[src/rtl/ripple_carry_adder_pkg.sv]
`default_nettype none
// ============================================================================
// Module      : ripple_carry_adder_pkg
// Description : Shared constants and helpers for the ripple-carry adder.
// Revision    : 1.0 - initial release
// ============================================================================
package ripple_carry_adder_pkg;

    localparam int XLEN_DEFAULT = 32;

    // Two's-complement overflow from the carries into and out of the MSB.
    function automatic logic signed_overflow(input logic c_msb_in, input logic c_msb_out);
        return c_msb_in ^ c_msb_out;
    endfunction

endpackage
`default_nettype wire

[src/rtl/ripple_carry_adder_full_adder.sv]
`default_nettype none
// ============================================================================
// Module      : full_adder
// Description : 1-bit full adder, one link of the ripple-carry chain.
// Revision    : 1.0 - initial release
// ============================================================================
module full_adder
    import ripple_carry_adder_pkg::*;
(
    input  logic a,
    input  logic b,
    input  logic c_in,
    output logic s,
    output logic c_out
);

    logic w_p;

    assign w_p   = a ^ b;
    assign s     = w_p ^ c_in;
    assign c_out = (a & b) | (c_in & w_p);

endmodule
`default_nettype wire

[src/rtl/ripple_carry_adder.sv]
`default_nettype none
// ============================================================================
// Module      : ripple_carry_adder
// Description : xlen-bit ripple-carry adder with combinational and registered
//               result, carry-out and signed-overflow outputs.
// Revision    : 1.0 - initial release
// ============================================================================
module ripple_carry_adder
    import ripple_carry_adder_pkg::*;
#(
    parameter int xlen = XLEN_DEFAULT
) (
    input  logic            clk,
    input  logic            rst,
    input  logic [xlen-1:0] a,
    input  logic [xlen-1:0] b,
    input  logic            carry_in,
    output logic [xlen-1:0] sum,
    output logic            carry_out,
    output logic            overflow,
    output logic [xlen-1:0] sum_q,
    output logic            carry_out_q,
    output logic            overflow_q
);

    // carry[i] is the carry into bit i; carry[xlen] leaves the MSB.
    logic [xlen:0] w_carry;

    logic [xlen-1:0] sum_d;
    logic            carry_out_d;
    logic            overflow_d;

    assign w_carry[0] = carry_in;

    genvar gi;
    generate
        for (gi = 0; gi < xlen; gi++) begin : g_bit
            full_adder u_fa (
                .a     (a[gi]),
                .b     (b[gi]),
                .c_in  (w_carry[gi]),
                .s     (sum[gi]),
                .c_out (w_carry[gi+1])
            );
        end
    endgenerate

    assign carry_out = w_carry[xlen];
    assign overflow  = signed_overflow(w_carry[xlen-1], w_carry[xlen]);

    always_comb begin
        sum_d       = sum;
        carry_out_d = carry_out;
        overflow_d  = overflow;
        if (rst) begin
            sum_d       = '0;
            carry_out_d = 1'b0;
            overflow_d  = 1'b0;
        end
    end

    always_ff @(posedge clk) begin
        sum_q       <= sum_d;
        carry_out_q <= carry_out_d;
        overflow_q  <= overflow_d;
    end

endmodule
`default_nettype wire

[config.mk]
export PLATFORM = sky130hd
export DESIGN_NAME = ripple_carry_adder
export DESIGN_NICKNAME = d
export VERILOG_FILES = /design/src/rtl/ripple_carry_adder_pkg.sv /design/src/rtl/ripple_carry_adder_full_adder.sv /design/src/rtl/ripple_carry_adder.sv
export SDC_FILE = /design/constraint.sdc
export NUM_CORES = 1
export LEC_CHECK = 0
export ABC_AREA = 1
export BUFFER_PORTS_ARGS = -buffer_cell sky130_fd_sc_hd__buf_4
export CAP_MARGIN = 20
export CORE_UTILIZATION = 44
export DETAILED_ROUTE_END_ITERATION = 8
export GPL_ROUTABILITY_DRIVEN = 0
export PLACE_DENSITY = 0.85
export SLEW_MARGIN = 20
export SYNTH_ARGS = -nofsm -noshare
export SYNTH_HDL_FRONTEND = slang
export SYNTH_SLANG_ARGS = --single-unit
[constraint.sdc]
create_clock -name clk -period 45.6 [get_ports clk]
set_input_delay 9.12 -clock clk [delete_from_list [all_inputs] [get_ports clk]]
set_output_delay 9.12 -clock clk [all_outputs]
set_load 0.03 [all_outputs]
-- After elaboration in Yosys (flattened, before gate mapping)
Cells that the tools add are included.
- bits in registers: 34
- latch bits: 0
- RAM bits: 0
- bits in read-only memories: 0
- input port bits: 67
- output and inout bits: 68
- logic and storage cells: 164
- memories kept: 0
- add/sub/neg operators: 0
- multiply operators: 0
- div/mod/pow operators: 0
- $lt $le $gt $ge: 0
- eq/ne operators: 0
- shift operators: 0
- muxes and demuxes: 0
- bitwise gates (word level): 161
- reductions and logical operators: 0
- operator list (kind ; number):
    1-bit bitwise XOR ; 65
    1-bit AND ; 64
    1-bit OR ; 32

-- Depth between registers and ports, before layout
Gate-level depths: netlist (run 1).
- depth in word-level cells: 66
- depth in mapped cells: 39
- mapped depth without buffers: 39

-- Cells and area by module
Synthesis (run 1) repeated with hierarchy kept, for this count alone.
- cell total of the unflattened synthesis: 142
- area, all modules: 1641.6 um^2
- modules (own cells, without submodules) (module ; instances ; cells an instance ; area an instance (um^2) ; sequential area each (um^2)):
    ripple_carry_adder ; 1 ; 110 ; 1001.0 ; 680.7
    full_adder ; 32 ; 1 ; 20.0 ; 0.0

-- Worst setup path before layout (run 1)
Ideal clock, no wire load.
- path type: input to output
- start: input port a[0]
- end: output port overflow
- arrival time: 21550 ps
- required time: 36480 ps
- path slack: 14930 ps
- cell stages on the path: 39
- cells stage by stage: fa_1 > fa_1 > fa_1 > fa_1 > fa_1 > fa_1 > fa_1 > fa_1 > fa_1 > fa_1 > fa_1 > fa_1 > fa_1 > fa_1 > fa_1 > fa_1 > fa_1 > fa_1 > (+3 left out) > fa_1 > fa_1 > fa_1 > fa_1 > fa_1 > fa_1 > fa_1 > fa_1 > inv_1 > fa_1 > inv_1 > fa_1 > inv_1 > fa_1 > inv_1 > nand2_1 > nand2_1 > inv_1
- longest elaborated chain between the ends: 66
- elaborated cells on any way between the ends: 67
- classes of those cells: bitwise (67)
- ends and longest elaborated chain (element ; RTL line ; text):
    start, declared ; ripple_carry_adder.sv:15 ; input logic [xlen-1:0] a,
    1-bit bitwise XOR ; ripple_carry_adder_full_adder.sv:19 ; assign w_p = a ^ b;
    1-bit AND ; ripple_carry_adder_full_adder.sv:21 ; assign c_out = (a & b) | (c_in & w_p);
    1-bit OR * ; ripple_carry_adder_full_adder.sv:21 ;
    1-bit AND * ; ripple_carry_adder_full_adder.sv:21 ;
    1-bit OR * ; ripple_carry_adder_full_adder.sv:21 ;
    1-bit AND * ; ripple_carry_adder_full_adder.sv:21 ;
    1-bit OR * ; ripple_carry_adder_full_adder.sv:21 ;
    1-bit AND * ; ripple_carry_adder_full_adder.sv:21 ;
    (+51 left out) ; -- ;
    1-bit AND * ; ripple_carry_adder_full_adder.sv:21 ;
    1-bit OR * ; ripple_carry_adder_full_adder.sv:21 ;
    1-bit AND * ; ripple_carry_adder_full_adder.sv:21 ;
    1-bit OR * ; ripple_carry_adder_full_adder.sv:21 ;
    1-bit AND * ; ripple_carry_adder_full_adder.sv:21 ;
    1-bit OR * ; ripple_carry_adder_full_adder.sv:21 ;
    via carry_out ; ripple_carry_adder.sv:19 ; output logic carry_out,
    1-bit bitwise XOR * ; ripple_carry_adder_pkg.sv:13 ; return c_msb_in ^ c_msb_out;
    end, declared ; ripple_carry_adder.sv:20 ; output logic overflow,
The timed path passes the listed nets; every way through them passes the cells marked *.

-- Worst setup path after layout (run 1)
- start: input port a[0]
- end: output port overflow
- longest elaborated chain between the ends: 66
- elaborated cells on any way between the ends: 67
- classes of those cells: bitwise (67)
- ends and longest elaborated chain (element ; RTL line):
    1-bit bitwise XOR ; ripple_carry_adder_full_adder.sv:19
    1-bit AND ; ripple_carry_adder_full_adder.sv:21
    1-bit OR * ; ripple_carry_adder_full_adder.sv:21
    1-bit AND * ; ripple_carry_adder_full_adder.sv:21
    1-bit OR * ; ripple_carry_adder_full_adder.sv:21
    1-bit AND * ; ripple_carry_adder_full_adder.sv:21
    1-bit OR * ; ripple_carry_adder_full_adder.sv:21
    1-bit AND * ; ripple_carry_adder_full_adder.sv:21
    (+50 left out) ; --
    1-bit OR * ; ripple_carry_adder_full_adder.sv:21
    1-bit AND * ; ripple_carry_adder_full_adder.sv:21
    1-bit OR * ; ripple_carry_adder_full_adder.sv:21
    1-bit AND * ; ripple_carry_adder_full_adder.sv:21
    1-bit OR * ; ripple_carry_adder_full_adder.sv:21
    1-bit AND ; ripple_carry_adder_full_adder.sv:21
    1-bit OR ; ripple_carry_adder_full_adder.sv:21
    1-bit bitwise XOR * ; ripple_carry_adder_pkg.sv:13
Mark *: on every way between the ends. The rest lies on a longest branch, timed or not.

==> reports/metrics.csv, run 1 <==
stage,metric,value,unit
clocking,H-tree depth,2,
setup_path,CP Launch Type,primary input,
route,WL final,4046,µm
timing,RSZ-0062 raised after global routing,false,
synth,post-synthesis sequential area ratio,35.74,%
setup_path,CP max stage cell,fa_1,
synth,Synth Cell Area,1904,µm²
clocking,TritonCTS sink count,34,
final_layout,"commonest non-fill, non-tap cell in the layout",buf_4,
timing,worst hold slack,9.231,ns
final_layout,final net count,384,
synth,flop and latch count out of synthesis,34,
global_route,GRT overflow,0,
synth,count of cell types in the netlist,8,
clocking,CTS tree,built,
route,vias after detailed routing,1457,
setup_path,CP peak stage delay,0.43,ns
pwr,P_sw,44.03,µW
final_layout,number of fill cells in the layout,338,
die,core area,4086,µm²
run,Max Cap Viol,0,
pwr,clock group share of total power,19.8,%
global_route,first-pass GRT wire length,5982,µm
pwr,Power Dens Cells,40.07,nW/µm²
setup_path,CP required,36.48,ns
place,dpl hpwl,3593,µm
setup_path,Worst path most repeated cell,fa_1,
timing,final setup margin,14.30,ns
clocking,Longest Clk Path Bufs,2,
route,Post-DRT Antenna Nets,0,
global_route,largest net degree at the start of global routing,35,
pwr,Logic pwr share,49.2,%
route,DRT Pass-1 Iters,2,
synth,post-synthesis cell count,180,
timing,post-route setup TNS,0,ns
die,Initial Util,46.60,%
pwr,Power Internal,67.32,µW
global_route,vias in the first global route,1435,
timing,relative slew slack,76.46,%
clocking,Num CTS Buffers,5,
global_route,initial antenna violation count,0,
die,Die W,67.79,µm
place,Post-Place Worst Slack,14.29,ns
clocking,hold-fix buffers at CTS,0,
place,IO buf count,134,
final_layout,flip-flop and latch area,680.7,µm²
die,die footprint,4595,µm²
setup_path,CP Max Fanout,3,
clocking,Root Driver,clkbuf_8,
route,Initial DRC Count,34,
timing,final setup vio count,0,
clocking,clk slew on worst S/H paths,0.07,ns
global_route,GRT Total Usage,18.36,%
final_layout,proportion of layout cells with a drive suffix above 1,50.00,%
timing,fin. max-slew vios,0,
clocking,Post-CTS Setup Bufs,0,
synth,Yosys warning total,0,
pwr,sw frac,39.54,%
die,die height,67.79,µm
die,Row Count,23,
pwr,P_leak,0.001513,µW
timing,Worst Tran Pin Value,0.3532,ns
timing,"Hold Vio Cnt, Final",0,
die,I/O pins,135,
run_status,status,finished clean,
synth,Synth Net Count,279,
pwr,Peak VDD IR,0.02407,mV
final_layout,area of the multi-input gates,784.5,µm²
timing,fmax,0.03195,GHz
min_path,hold crit path type,primary input to flip-flop,
route,Residual DRC,0,
final_layout,area grow syn2layout,45.93,%
final_layout,most frequent cells in the layout,"134 x buf_4, 41 x inv_1, 34 x dfxtp_1, 32 x nor2_1, 32 x fa_1",
clocking,post-cts gate resize count,0,
timing,final period utilization,68.64,%
pwr,Seq pwr share,31.1,%
final_layout,antenna cells,0,
setup_path,Worst Path Arrival,22.18,ns
route,Via density,4.336,
setup_path,kind of end point of the critical path,primary output,
timing,post-route minimum period,31.30,ns
route,wire per inst,12.04,µm
setup_path,type of the worst setup path,primary input to primary output,
synth,synthesized area per cell,10.58,µm²
-- cells by family (layout without fill, tap and decap cells) --
kind of cell | Yosys count | after routing | share of synthesized area, %
simple gates | 37 | 37 | 7.556
fa+ha+maj | 32 | 32 | 33.64
buf+inv | 77 | 183 | 23.06
flops | 34 | 34 | 35.74
-- layer usage --
metal,vias up,routed length [µm],global-route usage [%]
li1,682,-,-
met4,0,74,7.813
met1,693,1190,16.45
met5,-,0,0
met2,74,2435,37.00
met3,8,345,5.236
-- metrics by stage --
step           std cells  util [%]  total power [µW]  cell area, µm²
2_1_floorplan        180         -             75.31            1904
3_3_place_gp         328     65.77             88.98            2688
3_5_place_dp         328     65.77             90.67            2688
4_1_cts              336     68.00             112.7            2779
5_1_grt              336     68.00             118.6            2779
6_report             336     68.00             111.4            2779
-- Yosys cell counts --
| library cell | count | area share, % |
|---|---|---|
| dfxtp_1 | 34 | 36 |
| nor2_1 | 32 | 6.3 |
| inv_1 | 41 | 8.1 |
| buf_4 | 32 | 13 |
| buf_6 | 4 | 2.4 |
| nand2_1 | 3 | 0.59 |
| fa_1 | 32 | 34 |
| nor2_2 | 2 | 0.66 |
-- final timing paths --
| path | from | endpoint | slack [ns] | cells past startpoint |
|---|---|---|---|---|
| max | a[0] | overflow | 14.30 | 41 |
| min | rst | sum_q[18] | 9.23 | 2 |
-- power groups by stage --
stage               combinational [µW]  clock, µW  sequential, µW
finish                            54.7       22.0            34.6
global route                      59.4       24.3            34.9
CTS                               55.4       22.7            34.7
detailed placement                55.4          0            35.3
global placement                  53.9          0            35.1
floorplan                         32.1          0            43.2
-- state kept, by name, summed over array words and instances (netlist names) --
signal	count
sum_q	32
overflow_q	1
carry_out_q	1
-- area by class of cell --
type | count | area share [%]
Sequential cell | 34 | 24.49
Inverter | 41 | 5.538
Tap cell | 50 | 2.251
Clock buffer | 7 | 3.107
Multi-Input combinational cell | 69 | 28.23
Clock inverter | 1 | 0.1801
Timing Repair Buffer | 134 | 36.20
-- worst max-delay path, delay by kind of cell --
kind                     cells  cell delay [ns]
adder cells (fa/ha/maj)     32            12.30
buffers and inverters        7             0.66
AND/OR/NAND/NOR              2             0.13
(Power assumes the default switching activity.)
==> run 2, diff against run 1 <==
--- a/config.mk
+++ b/config.mk
@@ -8,10 +8,10 @@
 export ABC_AREA = 1
 export BUFFER_PORTS_ARGS = -buffer_cell sky130_fd_sc_hd__buf_4
 export CAP_MARGIN = 20
-export CORE_UTILIZATION = 44
+export CORE_UTILIZATION = 41
 export DETAILED_ROUTE_END_ITERATION = 8
 export GPL_ROUTABILITY_DRIVEN = 0
-export PLACE_DENSITY = 0.85
+export PLACE_DENSITY = 0.8
 export SLEW_MARGIN = 20
 export SYNTH_ARGS = -nofsm -noshare
 export SYNTH_HDL_FRONTEND = slang
==> constraint.sdc (replaced) <==
create_clock -name clk -period 32 [get_ports clk]
set_input_delay 6.4 -clock clk [delete_from_list [all_inputs] [get_ports clk]]
set_output_delay 6.4 -clock clk [all_outputs]
set_load 0.03 [all_outputs]
==> reports/metrics.csv, run 2 (synthesis results as in run 1) <==
stage,metric,value,unit,change
run_status,status,finished clean,,unchanged
global_route,GRT Total Usage,17.89,%,was 18.36%
clocking,Num CTS Buffers,5,,unchanged
clocking,Longest Clk Path Bufs,2,,unchanged
route,Post-DRT Antenna Nets,0,,unchanged
setup_path,Worst path most repeated cell,fa_1,,unchanged
setup_path,launch point of the worst path,a[0],,unchanged
global_route,vias in the first global route,1534,,was 1435
setup_path,CP peak stage delay,0.43,ns,about the same
place,IO buf count,134,,unchanged
clocking,hold-fix buffers at CTS,0,,unchanged
die,I/O pins,135,,unchanged
global_route,largest net degree at the start of global routing,35,,unchanged
die,core area,4414,µm²,was 4086 µm²
final_layout,flip-flop and latch area,680.7,µm²,unchanged
die,Initial Util,43.14,%,was 46.60%
setup_path,CP Max Fanout,2,,was 3
setup_path,Worst Path Arrival,19.48,ns,was 22.18 ns
clocking,clk slew on worst S/H paths,0.06,ns,was 0.07 ns
route,Residual DRC,0,,unchanged
min_path,hold crit path type,primary input to flip-flop,,unchanged
die,Die W,70.15,µm,was 67.79 µm
timing,worst hold slack,6.505,ns,was 9.231 ns
place,dpl hpwl,3503,µm,was 3593 µm
clocking,CTS tree,built,,unchanged
final_layout,"Most flops, register",sum_q,,unchanged
pwr,Peak VDD IR,0.02491,mV,was 0.02407 mV
clocking,post-cts gate resize count,0,,unchanged
timing,post-route minimum period,25.88,ns,
setup_path,CP required,25.60,ns,was 36.48 ns
final_layout,number of fill cells in the layout,387,,was 338
timing,"Hold Vio Cnt, Final",0,,unchanged
setup_path,CP Launch Type,primary input,,unchanged
final_layout,most frequent cells in the layout,"134 x buf_4, 41 x inv_1, 34 x dfxtp_1, 32 x nor2_1, 32 x fa_1",,unchanged
final_layout,area grow syn2layout,46.06,%,was 45.93%
route,WL final,4035,µm,was 4046 µm
pwr,Power Dens Cells,57.52,nW/µm²,was 40.07 nW/µm²
route,vias after detailed routing,1435,,was 1457
setup_path,CP Depth,38,,was 41
timing,final setup margin,6.123,ns,was 14.30 ns
timing,final setup vio count,0,,unchanged
final_layout,biggest regs,"sum_q: 32 flops, carry_out_q: 1 flops, overflow_q: 1 flops",,unchanged
final_layout,area of the multi-input gates,784.5,µm²,unchanged
timing,fmax,0.03864,GHz,
setup_path,"delay-heaviest family, CP",adder cells,,unchanged
route,wire per inst,11.94,µm,was 12.04 µm
global_route,first-pass GRT wire length,6713,µm,was 5982 µm
timing,relative slew slack,75.20,%,was 76.46%
final_layout,"commonest non-fill, non-tap cell in the layout",buf_4,,unchanged
pwr,Pwr Total,160.0,µW,was 111.4 µW
final_layout,final design utilization,63.01,%,was 68.00%
timing,RSZ-0062 raised after global routing,false,,unchanged
pwr,P_leak,0.001513,µW,unchanged
timing,post-route setup TNS,0,ns,unchanged
die,Row Count,24,,was 23
clocking,TritonCTS sink count,34,,unchanged
final_layout,proportion of layout cells with a drive suffix above 1,50.00,%,unchanged
timing,fin. max-slew vios,0,,unchanged
global_route,initial antenna violation count,0,,unchanged
route,Via density,4.246,,was 4.336
final_layout,final net count,384,,unchanged
die,die footprint,4921,µm²,was 4595 µm²
place,Post-Place Worst Slack,6.054,ns,was 14.29 ns
route,DRT Pass-1 Iters,4,,was 2
final_layout,max FFs per register,32,,unchanged
run,Max Cap Viol,0,,unchanged
clocking,Post-CTS Setup Bufs,0,,unchanged
setup_path,Worst setup endpoint,sum[31],,was overflow
final_layout,antenna cells,0,,unchanged
clocking,H-tree depth,2,,unchanged
setup_path,worst path bufs/invs,6,,was 7
global_route,GRT overflow,0,,unchanged
timing,final period utilization,80.87,%,
setup_path,type of the worst setup path,primary input to primary output,,unchanged
clocking,Root Driver,clkbuf_8,,unchanged
route,Initial DRC Count,30,,was 34
setup_path,CP max stage cell,fa_1,,unchanged
timing,Worst Tran Pin Value,0.3720,ns,was 0.3532 ns
die,die height,70.15,µm,was 67.79 µm
setup_path,kind of end point of the critical path,primary output,,unchanged
run 2: layout make-up:
cell class | instances | area share (%)
clock buffers | 7 | 3.104
clock inverters | 1 | 0.1799
inverters | 41 | 5.533
multi-input cells | 69 | 28.21
flip-flops and latches | 34 | 24.47
well taps | 52 | 2.339
repair buffers | 134 | 36.17
run 2: per-layer routing:
metal | GRT usage [%] | share of wire (%) | vias to the layer above
li1 | - | - | 680
met1 | 17.22 | 33 | 673
met2 | 34.29 | 57 | 73
met3 | 5.916 | 7.6 | 9
met4 | 7.333 | 2.1 | 0
met5 | 0 | 0 | -
run 2: stage by stage:
step	area, µm²	cells
floorplan	1904	180
global placement	2690	330
detailed placement	2690	330
CTS	2781	338
global route	2781	338
finish	2781	338
run 2: worst min-delay path by stage:
stage	end	from	cells past startpoint	slack, ns
after CTS	carry_out_q	rst	2	6.50
final	sum_q[0]	carry_in	4	6.51
after detailed placement	sum_q[0]	carry_in	4	6.80
after global placement	sum_q[0]	carry_in	4	6.79
after global routing	sum_q[24]	rst	2	6.52
after floorplan	sum_q[6]	rst	2	6.59
run 2: where the power goes:
part           internal, µW  switching (µW)
sequential             47.9            1.43
combinational          30.8            47.5
clock                  17.4            15.1
total                  96.0            64.0
run 2: worst min-delay path, stage by stage:
cell and delay (ns):
buf_4 0.08, fa_1 0.16, inv_1 0.04, nor2_1 0.06
